**src/rtl/jpeg_pkg.sv**
```systemverilog
// Constants and FSM state type shared by the JPEG output path.
// The EOI states only drive logic when JPEG_BYTE_STUFFER_EOI_EN is defined.
package jpeg_pkg;

    localparam logic [7:0] JPEG_MARKER_PREFIX = 8'hFF;
    localparam logic [7:0] JPEG_STUFF_BYTE    = 8'h00;
    localparam logic [7:0] JPEG_EOI_CODE      = 8'hD9;

    typedef enum logic [1:0] {
        ST_PASS   = 2'd0,
        ST_STUFF  = 2'd1,
        ST_EOI_FF = 2'd2,
        ST_EOI_D9 = 2'd3
    } stuffer_state_t;

endpackage

```
**src/rtl/jpeg_byte_stuffer.sv**
```systemverilog
// Inserts 0x00 after every 0xFF in the entropy-coded stream and counts emitted bytes.
// Define JPEG_BYTE_STUFFER_EOI_EN to append the EOI marker (FF D9) at frame end.
module jpeg_byte_stuffer
    import jpeg_pkg::*;
#(
    parameter int CNT_WIDTH = 32
) (
    input  logic                 clk,
    input  logic                 n_rst,
    input  logic [7:0]           s_tdata,
    input  logic                 s_tvalid,
    input  logic                 s_tlast,
    output logic                 s_tready,
    output logic [7:0]           m_tdata,
    output logic                 m_tvalid,
    output logic                 m_tlast,
    input  logic                 m_tready,
    output logic [CNT_WIDTH-1:0] o_byte_count,
    output logic                 o_busy
);

    stuffer_state_t       state_q, state_d;
    logic [7:0]           data_q, data_d;
    logic                 valid_q, valid_d;
    logic                 tlast_q, tlast_d;
    logic                 last_q, last_d;
    logic [CNT_WIDTH-1:0] count_q, count_d;
    logic                 done_q, done_d;
    logic                 busy_q, busy_d;

    logic free;
    logic s_hs;
    logic m_hs;

    // The single output register can take a new byte whenever it is empty or draining.
    assign free     = !valid_q || m_tready;
    assign s_tready = n_rst && free && (state_q == ST_PASS);
    assign s_hs     = s_tvalid && s_tready;
    assign m_hs     = valid_q && m_tready;

    always_comb begin
        state_d = state_q;
        data_d  = data_q;
        valid_d = valid_q;
        tlast_d = tlast_q;
        last_d  = last_q;
        case (state_q)
            ST_PASS: begin
                if (s_hs) begin
                    data_d  = s_tdata;
                    valid_d = 1'b1;
                    tlast_d = 1'b0;
                    last_d  = s_tlast;
                    if (s_tdata == JPEG_MARKER_PREFIX) begin
                        state_d = ST_STUFF;
                    end else if (s_tlast) begin
`ifdef JPEG_BYTE_STUFFER_EOI_EN
                        state_d = ST_EOI_FF;
`else
                        tlast_d = 1'b1;
`endif
                    end
                end else if (free) begin
                    valid_d = 1'b0;
                    tlast_d = 1'b0;
                end
            end
            ST_STUFF: begin
                if (free) begin
                    data_d  = JPEG_STUFF_BYTE;
                    valid_d = 1'b1;
                    tlast_d = 1'b0;
                    last_d  = 1'b0;
                    state_d = ST_PASS;
                    if (last_q) begin
`ifdef JPEG_BYTE_STUFFER_EOI_EN
                        state_d = ST_EOI_FF;
`else
                        tlast_d = 1'b1;
`endif
                    end
                end
            end
`ifdef JPEG_BYTE_STUFFER_EOI_EN
            // Marker prefix of EOI goes out raw; it must not be stuffed.
            ST_EOI_FF: begin
                if (free) begin
                    data_d  = JPEG_MARKER_PREFIX;
                    valid_d = 1'b1;
                    tlast_d = 1'b0;
                    state_d = ST_EOI_D9;
                end
            end
            ST_EOI_D9: begin
                if (free) begin
                    data_d  = JPEG_EOI_CODE;
                    valid_d = 1'b1;
                    tlast_d = 1'b1;
                    state_d = ST_PASS;
                end
            end
`endif
            default: begin
                state_d = ST_PASS;
            end
        endcase
    end

    // Count restarts on the first byte after a completed frame so the old total stays visible.
    always_comb begin
        count_d = count_q;
        done_d  = done_q;
        busy_d  = busy_q;
        if (m_hs) begin
            if (done_q) begin
                count_d = CNT_WIDTH'(1);
            end else if (count_q != '1) begin
                count_d = count_q + CNT_WIDTH'(1);
            end
            done_d = tlast_q;
            if (tlast_q) begin
                busy_d = 1'b0;
            end
        end
        if (s_hs) begin
            busy_d = 1'b1;
        end
    end

    always_ff @(posedge clk) begin
        if (!n_rst) begin
            state_q <= ST_PASS;
            data_q  <= 8'h00;
            valid_q <= 1'b0;
            tlast_q <= 1'b0;
            last_q  <= 1'b0;
            count_q <= '0;
            done_q  <= 1'b0;
            busy_q  <= 1'b0;
        end else begin
            state_q <= state_d;
            data_q  <= data_d;
            valid_q <= valid_d;
            tlast_q <= tlast_d;
            last_q  <= last_d;
            count_q <= count_d;
            done_q  <= done_d;
            busy_q  <= busy_d;
        end
    end

    assign m_tdata      = data_q;
    assign m_tvalid     = valid_q;
    assign m_tlast      = tlast_q;
    assign o_byte_count = count_q;
    assign o_busy       = busy_q;

endmodule

```
**config.mk**
```make
export PLATFORM = sky130hd
export DESIGN_NAME = jpeg_byte_stuffer
export DESIGN_NICKNAME = d
export VERILOG_FILES = /design/src/rtl/jpeg_pkg.sv /design/src/rtl/jpeg_byte_stuffer.sv
export SDC_FILE = /design/constraint.sdc
export NUM_CORES = 1
export LEC_CHECK = 0
export ABC_AREA = 1
export CAP_MARGIN = 20
export CORE_ASPECT_RATIO = 0.7
export CORE_MARGIN = 8
export CORE_UTILIZATION = 46
export DETAILED_ROUTE_END_ITERATION = 6
export GPL_ROUTABILITY_DRIVEN = 0
export PLACE_DENSITY = 0.7
export SLEW_MARGIN = 20
export SYNTH_ARGS = -nofsm -noshare
export SYNTH_HDL_FRONTEND = slang
export SYNTH_SLANG_ARGS = --single-unit
```
**constraint.sdc**
```tcl
create_clock -name clk -period 4.8 [get_ports clk]
set_input_delay 1.44 -clock clk [delete_from_list [all_inputs] [get_ports clk]]
set_output_delay 1.44 -clock clk [all_outputs]
set_load 0.005 [all_outputs]
```
# Word-level counts from Yosys, hierarchy flattened
# Index checks and enable logic that the tools add are counted.
# classes
n_eq_ne	7
add_sub_neg	1
shifts	0
n_lt_le_gt_ge	0
n_div	0
reduce_logical	16
bitwise	0
n_mux	24
mul	0
# op_table
operator	count
32-bit 2-to-1 mux	2
32-bit by 1-bit adder with 32-bit output (second input constant)	1
32-bit inequality test (second input constant)	1
8-bit 2-to-1 mux	2
8-bit case mux with 2 select lines	1
1-bit 2-to-1 mux	12
3-bit AND reduction	3
8-bit == test (second input constant)	1
2-bit nonzero test	4
2-bit 2-to-1 mux	3
1-bit case mux with 2 select lines	3
1-bit logical AND	4
2-bit inequality test (second input constant)	2
2-bit case mux with 2 select lines	1
2-bit AND reduction	2
3-bit inequality test (second input constant)	1
2-bit by 1-bit == test with 1-bit output (second input constant)	1
2-bit zero test	1
2-bit by 1-bit inequality test with 1-bit output (second input constant)	1
1-bit zero test	1
1-bit logical OR	1
# word_totals
output_inout_bits	44
ff_bits	47
mem_count	0
ramBits	0
rom_bits	0
input_bits	13
word_cells	56
latchBits	0

# Depth between registers and ports, before layout
# Gate-level depths: netlist of the first run.
# logic_depth
ltp_word	7
mapped_depth	12
mapped_depth_nobuf	11

# Worst setup path after synthesis of the first run
# No wires, ideal clock.
# synth_path
kind	input port to output port
startpoint	in n_rst
endpoint	out s_tready
setup_slack_ns	1.627
n_path_buf	0
t_arrival_ns	1.733
path_stages	2
required_ns	3.360
path_cell_list	inv_2 > nor3_1
# synth_via
elab_chain_len	2
# synth_rtl
item	line_no	source
start, declared	jpeg_byte_stuffer.sv:9	input logic n_rst,
1-bit logical AND (2 in a row)	jpeg_byte_stuffer.sv:37	assign s_tready = n_rst && free && (state_q == ST_PASS);
end, declared	jpeg_byte_stuffer.sv:13	output logic s_tready,
# Every way passes these cells.

# Final worst setup path of the first run
# Ends and elaborated chain as after synthesis.

==> out/qor.csv, run 1 <==
metric;value;unit
fin_area;3560;sq um
synthCells;503;
power.switching;0.193;mW
fin_util;58.2;%
io_pins;57;
synth_area_leaders;dfxtp_1, nand2_1, nor2_1, nand3_1, inv_1;
grt_usage;18.3;%
vias;3154;
synthToLayoutAreaGrowth;24.6;%
worst_pin_slew;797;ps
power.density;220;nW/um^2
tritoncts;built;
endpoint;s_tready;
dpl_cell_area;3450;sq um
syn-mean-instance-area;5.69;sq um
cts_resized;0;
cp-startpoint;n_rst;
routed_wirelength;8100;um
timing.final.crit_share;87.2;%
timing_worst_setup_path_type;in -> out;
critPathArrivalTime;2750;ps
finalSetupTns;0;ps
drive_gt1_share;4.86;%
swShare;24.6;%
final_antenna_net_count;0;
synth.most_common_cell;nand2_1;
path_max_fanout;2;
holdBufCountCts;0;
drc;0;
synth_top_cell_by_area;dfxtp_1;
wire_per_inst;12.8;um
use_met2;28.7;%
hold_class;reg -> reg;
postCtsSetupBuffers;0;
die_w;110;um
end_kind;primary output;
ys.flop_type;dfxtp_1;
stdcell_count;633;
cts.clk_slew.worst_paths;90;ps
setup_slack;613;ps
dp_hpwl;5940;um
place_ws;615;ps
yosysWarnings;0;
grt_pass1_wl;13300;um
drtIter0Drc;245;
cts_sinks;46;
ff2ff_setup_slack;2190;ps
htree_num_levels;2;
cap_violations;0;
reg2reg_depth;7;
core-area;6130;sq um
initial_core_util;46.7;%
gr-total-overflow;0;
antenna_found_initial;0;
power;0.783;mW
status;finished clean;
dieArea;9040;sq um
cts_root_buf;clkbuf_8;
fp.dieH;82.0;um
cts_buffers;5;
async_flop_share;0;%
busiest_layer;met2;
synth_common_cells;nand2_1, nor2_1, inv_1;
clkPwrFrac;37.8;%
first_global_vias;2775;
fin_worst_skew;4.14;ps
fin_crit;4190;ps
numPortBuffers;56;
synthDistinctLibCells;22;
finalSetupViolCount;0;
ys_seq_elements;46;
grt_max_degree;30;
ir_drop;123;uV
pwr-share-seq;51.6;%
total_leakage_power;1.50;nW
clkLatencyLatePin;300;ps
yosysTopAreaCellShare;32.2;%
antenna_cells;0;
internal_power;0.590;mW
report.final.hold_viol_count;0;
grt_use_met3;3.68;%
rows;24;
crit_path_start_kind;primary input;
timing.rr.start;done_q;
synth_nets;517;
ys_seq_area_share;32.2;%
combPwrFrac;10.7;%
synth_edf_count;0;
use_met1;25.3;%
holdWs;470;ps
slew_viol_final;0;
fin_nets;568;
clock.fmax;239;MHz
detail_route.vias_per_cell;4.98;
cts_buffer_depth;2;
r2r-end;o_byte_count[28];
netlist_area;2860;sq um
dr.pass1.iters;5;
dp_cells;625;
slew_headroom;46.8;%
required;3360;ps
rsz0062_at_grt;no;
## worst max-delay path, cell delays in order
cell and delay, ps:
clkdlybuf4s50_1 500, inv_2 50, nor3_1 210, clkdlybuf4s50_1 550
## state kept, by name (all words and copies together) (netlist names)
name / count
last_q: 1
state_q: 1
o_busy: 1
done_q: 1
m_tvalid: 1
m_tdata: 8
m_tlast: 1
o_byte_count: 32
## logic make-up after synthesis
| kind of cell | count (synthesis) | synth area share [%] |
|---|---|---|
| compound gates | 34 | 5.95 |
| fa+ha+maj | 1 | 0.437 |
| buf+inv | 83 | 11.8 |
| flops | 46 | 32.2 |
| simple gates | 339 | 49.6 |
## layout by cell type (no fill, tap or decap)
cell             Yosys  final
nand2_1            188    188
nor2_1              79     79
inv_1               63     63
clkdlybuf4s50_1      0     56
nand3_1             54     54
dfxtp_1             46     46
a21oi_1             24     24
o21ai_0             10     10
inv_2                5      5
nor2_2               5      5
clkbuf_8             0      5
nor2_4               3      3
nand4_1              3      3
nor3_1               2      2
nand2_2              2      2
nand2_4              2      2
buf_4                2      2
nand3_4              1      1
clkinv_1             1      1
ha_1                 1      1
bufinv_16            0      1
clkbuf_1             4      1
clkinvlp_4           0      1
## final cells by class
class	count	area (sq um)
multi-input cells	374	1600
clock buffers	6	72.6
fillers	622	2560
inverters	69	259
repair buffers	58	576
clock inverters	2	37.5
flip-flops and latches	46	921
well taps	78	97.6
## power groups by stage
stage	Combinational, mW	Sequential (mW)	Clock, mW
after global routing	0.0933	0.405	0.315
final	0.0836	0.403	0.296
after floorplan	0.0417	0.411	0
after CTS	0.0845	0.403	0.302
after detailed placement	0.0841	0.412	0
after global placement	0.0828	0.412	0
## layer usage
layer,up-vias,part of all wire [%]
met4,0,0.70
met1,1410,50
li1,1642,-
met3,7,6.7
met2,95,43
met5,-,0
## worst min-delay path by stage
stage	startpoint	end	slack (ps)	cells after the start
2_1_floorplan	last_q	last_q	440	2
3_3_place_gp	m_tdata[2]	m_tdata[2]	450	2
3_5_place_dp	m_tdata[3]	m_tdata[3]	460	2
4_1_cts	m_tdata[3]	m_tdata[3]	470	2
5_1_grt	m_tdata[5]	m_tdata[5]	480	2
6_report	m_tdata[2]	m_tdata[2]	470	2
No activity file was read; power rests on OpenSTA's default activity.
==> inputs of run 2 (changes only) <==
Settings changed: SLEW_MARGIN 20 to unset.
==> results of run 2 <==
Final layout, timing and power as in run 1 (identical DEF).
